$ cat config.mk
export PLATFORM = sky130hd
export DESIGN_NAME = regfile_boot_sequencer_flat
export DESIGN_NICKNAME = d
export VERILOG_FILES = /design/src/rtl/regfile_boot_sequencer_if.sv /design/src/rtl/regfile_boot_sequencer.sv /design/src/flat_wrapper.sv
export SDC_FILE = /design/constraint.sdc
export NUM_CORES = 1
export LEC_CHECK = 0
export ABC_AREA = 1
export CORE_ASPECT_RATIO = 1.75
export CORE_MARGIN = 2
export CORE_UTILIZATION = 42
export DETAILED_ROUTE_END_ITERATION = 16
export PLACE_DENSITY = 0.82
export REMOVE_ABC_BUFFERS = 1
export SYNTH_ARGS = -nofsm -noshare
export SYNTH_HDL_FRONTEND = slang
export SYNTH_SLANG_ARGS = --single-unit
$ cat constraint.sdc
create_clock -name clk -period 1.6 [get_ports clk]
set_input_delay 0.32 -clock clk [delete_from_list [all_inputs] [get_ports clk]]
set_output_delay 0.32 -clock clk [all_outputs]
set_load 0.03 [all_outputs]
$ cat src/rtl/regfile_boot_sequencer_if.sv
// regfile_boot_sequencer_if: host/register-bank signal bundle of the boot sequencer
interface regfile_boot_sequencer_if #(
    parameter int DATA_W = 32,
    parameter int ADDR_W = 5,
    parameter int CNT_W  = 16
);
    logic              start;
    logic              load_mode;
    logic [DATA_W-1:0] load_data;
    logic              load_valid;
    logic              load_ready;
    logic              halt_req;
    logic [DATA_W-1:0] escribir;
    logic [ADDR_W-1:0] dirIniciar;
    logic              EWIniciar;
    logic              sel;
    logic              core_en;
    logic              busy;
    logic              done;
    logic [CNT_W-1:0]  cycle_count;
    modport master (
        output start, load_mode, load_data, load_valid, halt_req,
        input  load_ready, escribir, dirIniciar, EWIniciar, sel, core_en, busy, done, cycle_count
    );
    modport slave (
        input  start, load_mode, load_data, load_valid, halt_req,
        output load_ready, escribir, dirIniciar, EWIniciar, sel, core_en, busy, done, cycle_count
    );
endinterface

$ cat src/rtl/regfile_boot_sequencer.sv
// regfile_boot_sequencer: fills the MIPS register bank through its init port, then runs the core
module regfile_boot_sequencer #(
    parameter int              DATA_W     = 32,
    parameter int              ADDR_W     = 5,
    parameter int              DEPTH      = 32,
    parameter logic [DATA_W-1:0] FILL_VALUE = '0,
    parameter int              SKIP_R0    = 0,
    parameter int              RUN_CYCLES = 90,
    parameter int              CNT_W      = 16
) (
    input logic clk,
    input logic rst,
    regfile_boot_sequencer_if.slave bus
);
    typedef enum logic [1:0] {IDLE, INIT, RUN, DONE} state_t;
    localparam logic [ADDR_W-1:0] FIRST_ADDR = ADDR_W'(SKIP_R0);
    localparam logic [ADDR_W-1:0] LAST_ADDR  = ADDR_W'(DEPTH - 1);
    localparam logic [CNT_W-1:0]  LAST_CNT   = CNT_W'(RUN_CYCLES == 0 ? 0 : RUN_CYCLES - 1);
    state_t            state, state_d;
    logic              mode_q, mode_d;
    logic [ADDR_W-1:0] addr, addr_d, dir_d;
    logic [DATA_W-1:0] data_d;
    logic              ew_d, sel_d, en_d, busy_d, done_d;
    logic [CNT_W-1:0]  cnt_d;
    logic              accept, last, stop;
    assign bus.load_ready = state == INIT && mode_q;
    assign accept = state == INIT && (!mode_q || bus.load_valid);
    assign last   = addr == LAST_ADDR;
    assign stop   = (RUN_CYCLES != 0 && bus.cycle_count == LAST_CNT) || bus.halt_req;
    always_comb begin
        state_d = state;
        mode_d  = mode_q;
        addr_d  = addr;
        dir_d   = bus.dirIniciar;
        data_d  = bus.escribir;
        ew_d    = 1'b1;
        sel_d   = bus.sel;
        en_d    = bus.core_en;
        busy_d  = bus.busy;
        done_d  = bus.done;
        cnt_d   = bus.cycle_count;
        case (state)
            IDLE, DONE: if (bus.start) begin
                state_d = INIT;
                mode_d  = bus.load_mode;
                addr_d  = FIRST_ADDR;
                cnt_d   = '0;
                sel_d   = 1'b0;
                busy_d  = 1'b1;
                done_d  = 1'b0;
            end
            INIT: if (accept) begin
                dir_d   = addr;
                data_d  = mode_q ? bus.load_data : FILL_VALUE;
                ew_d    = 1'b0;
                addr_d  = last ? addr : addr + 1'b1;
                state_d = last ? RUN : INIT;
            end
            // first RUN cycle only hands the bank over, so sel never moves while a write is driven
            RUN: if (!bus.core_en) begin
                sel_d = 1'b1;
                en_d  = 1'b1;
            end else begin
                cnt_d = &bus.cycle_count ? bus.cycle_count : bus.cycle_count + 1'b1;
                if (stop) begin
                    state_d = DONE;
                    en_d    = 1'b0;
                    busy_d  = 1'b0;
                    done_d  = 1'b1;
                end
            end
            default: ;
        endcase
    end
    always_ff @(posedge clk) begin
        if (rst) begin
            state           <= IDLE;
            mode_q          <= 1'b0;
            addr            <= '0;
            bus.escribir    <= '0;
            bus.dirIniciar  <= '0;
            bus.EWIniciar   <= 1'b1;
            bus.sel         <= 1'b0;
            bus.core_en     <= 1'b0;
            bus.busy        <= 1'b0;
            bus.done        <= 1'b0;
            bus.cycle_count <= '0;
        end else begin
            state           <= state_d;
            mode_q          <= mode_d;
            addr            <= addr_d;
            bus.escribir    <= data_d;
            bus.dirIniciar  <= dir_d;
            bus.EWIniciar   <= ew_d;
            bus.sel         <= sel_d;
            bus.core_en     <= en_d;
            bus.busy        <= busy_d;
            bus.done        <= done_d;
            bus.cycle_count <= cnt_d;
        end
    end
endmodule

$ cat src/flat_wrapper.sv
// flat-port wrapper written by rule: the top's interface ports become plain ports
module regfile_boot_sequencer_flat 
#(
    parameter int              DATA_W     = 32,
    parameter int              ADDR_W     = 5,
    parameter int              DEPTH      = 32,
    parameter logic [DATA_W-1:0] FILL_VALUE = '0,
    parameter int              SKIP_R0    = 0,
    parameter int              RUN_CYCLES = 90,
    parameter int              CNT_W      = 16
)
  (clk, rst, bus_start, bus_load_mode, bus_load_data, bus_load_valid, bus_halt_req, bus_load_ready, bus_escribir, bus_dirIniciar, bus_EWIniciar, bus_sel, bus_core_en, bus_busy, bus_done, bus_cycle_count);
  regfile_boot_sequencer_if #(.DATA_W(DATA_W), .ADDR_W(ADDR_W), .CNT_W(CNT_W)) bus_i ();
  input logic clk;
  input logic rst;
  input wire logic [$bits(bus_i.start)-1:0] bus_start;
  input wire logic [$bits(bus_i.load_mode)-1:0] bus_load_mode;
  input wire logic [$bits(bus_i.load_data)-1:0] bus_load_data;
  input wire logic [$bits(bus_i.load_valid)-1:0] bus_load_valid;
  input wire logic [$bits(bus_i.halt_req)-1:0] bus_halt_req;
  output wire logic [$bits(bus_i.load_ready)-1:0] bus_load_ready;
  output wire logic [$bits(bus_i.escribir)-1:0] bus_escribir;
  output wire logic [$bits(bus_i.dirIniciar)-1:0] bus_dirIniciar;
  output wire logic [$bits(bus_i.EWIniciar)-1:0] bus_EWIniciar;
  output wire logic [$bits(bus_i.sel)-1:0] bus_sel;
  output wire logic [$bits(bus_i.core_en)-1:0] bus_core_en;
  output wire logic [$bits(bus_i.busy)-1:0] bus_busy;
  output wire logic [$bits(bus_i.done)-1:0] bus_done;
  output wire logic [$bits(bus_i.cycle_count)-1:0] bus_cycle_count;
  assign bus_i.start = bus_start;
  assign bus_i.load_mode = bus_load_mode;
  assign bus_i.load_data = bus_load_data;
  assign bus_i.load_valid = bus_load_valid;
  assign bus_i.halt_req = bus_halt_req;
  assign bus_load_ready = bus_i.load_ready;
  assign bus_escribir = bus_i.escribir;
  assign bus_dirIniciar = bus_i.dirIniciar;
  assign bus_EWIniciar = bus_i.EWIniciar;
  assign bus_sel = bus_i.sel;
  assign bus_core_en = bus_i.core_en;
  assign bus_busy = bus_i.busy;
  assign bus_done = bus_i.done;
  assign bus_cycle_count = bus_i.cycle_count;
  regfile_boot_sequencer #(.DATA_W(DATA_W), .ADDR_W(ADDR_W), .DEPTH(DEPTH), .FILL_VALUE(FILL_VALUE), .SKIP_R0(SKIP_R0), .RUN_CYCLES(RUN_CYCLES), .CNT_W(CNT_W)) u_core (.clk(clk), .rst(rst), .bus(bus_i));
endmodule
==> results.md <==
* Area of the core at 7079 sq um
* Post-synthesis register bit count at 66
* Met2 Use GR at 43.17%
* CP Max Fanout at 8
* Final net count at 616
* Die Ht at 116.4 um
* CTS Buffer Depth at 2
* Routing usage on met1 at 23.45%
* CP Data Arrival Time at 1890 ps
* Combinational power share at 39.2%
* Clock slew at reported path FFs at 50 ps
* Placed cell areas at 4328 sq um
* Final Core Density at 68.45%
* Max-Cap Viols at 0
* Layout area overhead at 59.91%
* Failing checks: negative setup slack
* Largest net degree at the start of global routing at 33
* Placed Cells at 639
* Crit path time final at 1654 ps
* Crit path required time at 1830 ps
* Setup TNS at -78.97 ps
* Final hold vios at 0
* RSZ-0062 raised after global routing: true
* First-pass detailed-route iteration total at 4
* Reg power frac at 27.3%
* Worst-skew pair later-pin latency at 330 ps
* Top-area cell type share of the netlist area at 43.60%
* Ports at 97
* Syn avg cell area at 6.966 sq um
* FP Rows at 41
* Internal at 0.004716 W
* Hold Crit Class: register to register
* Clk network pwr share at 33.4%
* Reg-to-reg slack, setup at -50 ps
* Filler cells at 584
* Synthesized instance count at 435
* Status: finished, violations left
* Port bufs at 96
* Post-synth top area cell: dfxtp_1
* CTS buffer count at 9
* PnR Total Power at 0.007240 W
* Post-route clock skew at 3.337 ps
* Register area share after synthesis at 43.60%
* Number of global-route vias before repair at 3,243
* Ys flop type: dfxtp_1
* Top Usage Layer GRT: met2
* Post-route cell area at 4846 sq um
* CTS tree: built
* N_diodes at 0
* Synth warn at 0
* CP Launch Type: register
* CP dominant cell by count: nand2_2
* Asr flop ratio synth at 0%
* Critical-path cell list: inv_2 > ha_4 > inv_2 > nand2_2 > nand2_2 > nor2_4 > buf_6 > nand3_2 > nand2_2 > nand2_2 > nand2_2 > inv_2
* Share of cells above drive strength 1 at 21.84%
* Max Fclk at 604.7 MHz
* Synth top area cells: dfxtp_1 (44%), nand2_1 (13%), nand3_1 (9.1%), a21oi_1 (7.4%), nor2_1 (6.4%)
* DR WL/cell at 14.00 um
* Via density at 5.063
* Net Switching at 0.002524 W
* GRT overflow at 0
* Post-synth EDFFs at 0
* Initial Util at 42.81%
* Finish-stage setup viols at 5
* Via count at 3,357
* Crit-path slowest cell: dfxtp_2
* Crit-path max cell delay at 360 ps
* First-pass GRT wire length at 14,230 um
* Root Driver: clkbuf_16
* Crit path kind: register to register
* Grt met3 use at 5.299%
* Final WS setup at -53.71 ps
* Setup crit end kind: register
* Fin cells at 663
* Yosys cell types at 27
* Starting DRC count in detailed routing at 215
* Die ar. at 7938 sq um
* Drt drc at 0
* Slew @ Worst Pin at 344.9 ps
* Peak supply drop at 881.5 uV
* PwrDens at 1494 nW/um^2
* Htree depth at 3
* Tot GR Track Use at 23.80%
* Routability congestion estimate at 0.9501
* Slew headroom at 77.01%
* Slew Viols, Final at 0
* CTS Hold Bufs at 0
* Routed WL at 9280 um
* Hpwl dp at 6540 um
* Die width at 68.21 um
* Most common cell in the netlist: nand2_1
* Sink Count at 66
* Antenna violations before repair at 0
* Lkg Pwr at 2.198 nW
* Switching Fraction at 34.86%
* Crit share post-route at 103.4%
* Mapped Area at 3030 sq um
* ANT nets after route at 0
* Synth top cells by count: nand2_1 (108), dfxtp_1 (66), nand3_1 (55)
[layout by cell type (no fill, tap or decap), types with 3 or more instances in the layout]
| master | count |
|---|---|
| a21oi_1 | 44 |
| a21oi_2 | 6 |
| buf_4 | 42 |
| buf_6 | 5 |
| bufinv_16 | 4 |
| clkbuf_16 | 9 |
| clkdlybuf4s50_1 | 37 |
| dfxtp_1 | 59 |
| dfxtp_2 | 7 |
| dlygate4sd2_1 | 58 |
| ha_4 | 3 |
| inv_1 | 32 |
| inv_2 | 8 |
| nand2_1 | 95 |
| nand2_2 | 15 |
| nand2_4 | 4 |
| nand3_1 | 50 |
| nand3_2 | 5 |
| nand4_1 | 3 |
| nor2_1 | 49 |
| nor2_2 | 6 |
| o21ai_0 | 9 |
| o21ai_1 | 5 |
| o21bai_1 | 4 |
[stage by stage]
stage	hold WS [ps]	setup slack (ps)
2_1_floorplan	382.4	-191.8
3_5_place_dp	449.8	-182.5
3_3_place_gp	436.3	-180.2
4_1_cts	458.1	-16.85
6_report	448.2	-53.71
5_1_grt	472.7	-117.3
[repair_timing]
| item | 4_1_cts | 5_1_grt |
|---|---|---|
| cloned | 1 | 0 |
| setup buffers | 2 | 6 |
| gates resized for setup | 82 | 36 |
| endpoints found under the setup margin | 80 | 29 |
| pin swaps | 7 | 19 |
[worst max-delay path, delay by kind of cell (launching register included)]
family | cells | cell delay (ps)
buf+inv | 4 | 300
simple gates | 7 | 600
fa+ha+maj | 1 | 280
flops | 1 | 360
[registers in the layout, summed over array words and instances, names as in the netlist]
| signal | count |
|---|---|
| u_core.bus.done | 1 |
| u_core.bus.busy | 1 |
| u_core.bus.escribir | 32 |
| u_core.state | 2 |
| u_core.bus.EWIniciar | 1 |
| u_core.mode_q | 1 |
| u_core.bus.dirIniciar | 5 |
| u_core.bus.core_en | 1 |
| u_core.addr | 5 |
| u_core.bus.sel | 1 |
| u_core.bus.cycle_count | 16 |
[power by group through the flow]
| stage | logic, W | registers, W | clock network, W |
|---|---|---|---|
| floorplan | 0.00102 | 0.00228 | 0 |
| global placement | 0.00238 | 0.00198 | 0 |
| detailed placement | 0.00244 | 0.00199 | 0 |
| CTS | 0.00254 | 0.00197 | 0.00245 |
| global route | 0.00306 | 0.00200 | 0.00252 |
| finish | 0.00284 | 0.00198 | 0.00242 |
[cell type report]
cell class                      instances  area [sq um]  share of cell area, %
Multi-Input combinational cell        310          1605                  33.13
Inverter                               42         165.2                  3.408
Clock buffer                           11         242.7                  5.009
Clock inverter                          5         125.1                  2.582
Tap cell                               86         107.6                  2.220
Sequential cell                        66          1330                  27.45
Timing Repair Buffer                  143          1270                  26.21
[routing by layer]
metal	routed length (um)	share of wire (%)	up-vias
li1	-	-	1672
met1	3306	36	1521
met2	5013	54	131
met3	554	6.0	33
met4	405	4.4	0
met5	0	0	-
[logic make-up after synthesis]
family	Yosys count	share of synthesized area, %
AO/OA/AOI/OAI	70	12.59
flip-flops	66	43.60
XOR/XNOR	2	0.5781
buffers and inverters	60	7.886
AND/OR/NAND/NOR	231	32.87
adder cells (fa/ha/maj)	6	2.477
[final timing paths]
| path | start | cells past startpoint | to |
|---|---|---|---|
| hold reg to reg | u_core.bus.done | 2 | u_core.bus.done |
| setup / recovery | u_core.state[0] | 12 | u_core.bus.cycle_count[10] |
| setup reg to reg | u_core.state[0] | 12 | u_core.bus.cycle_count[10] |
| hold / removal | u_core.bus.done | 2 | u_core.bus.done |
(Power assumes the default switching activity.)
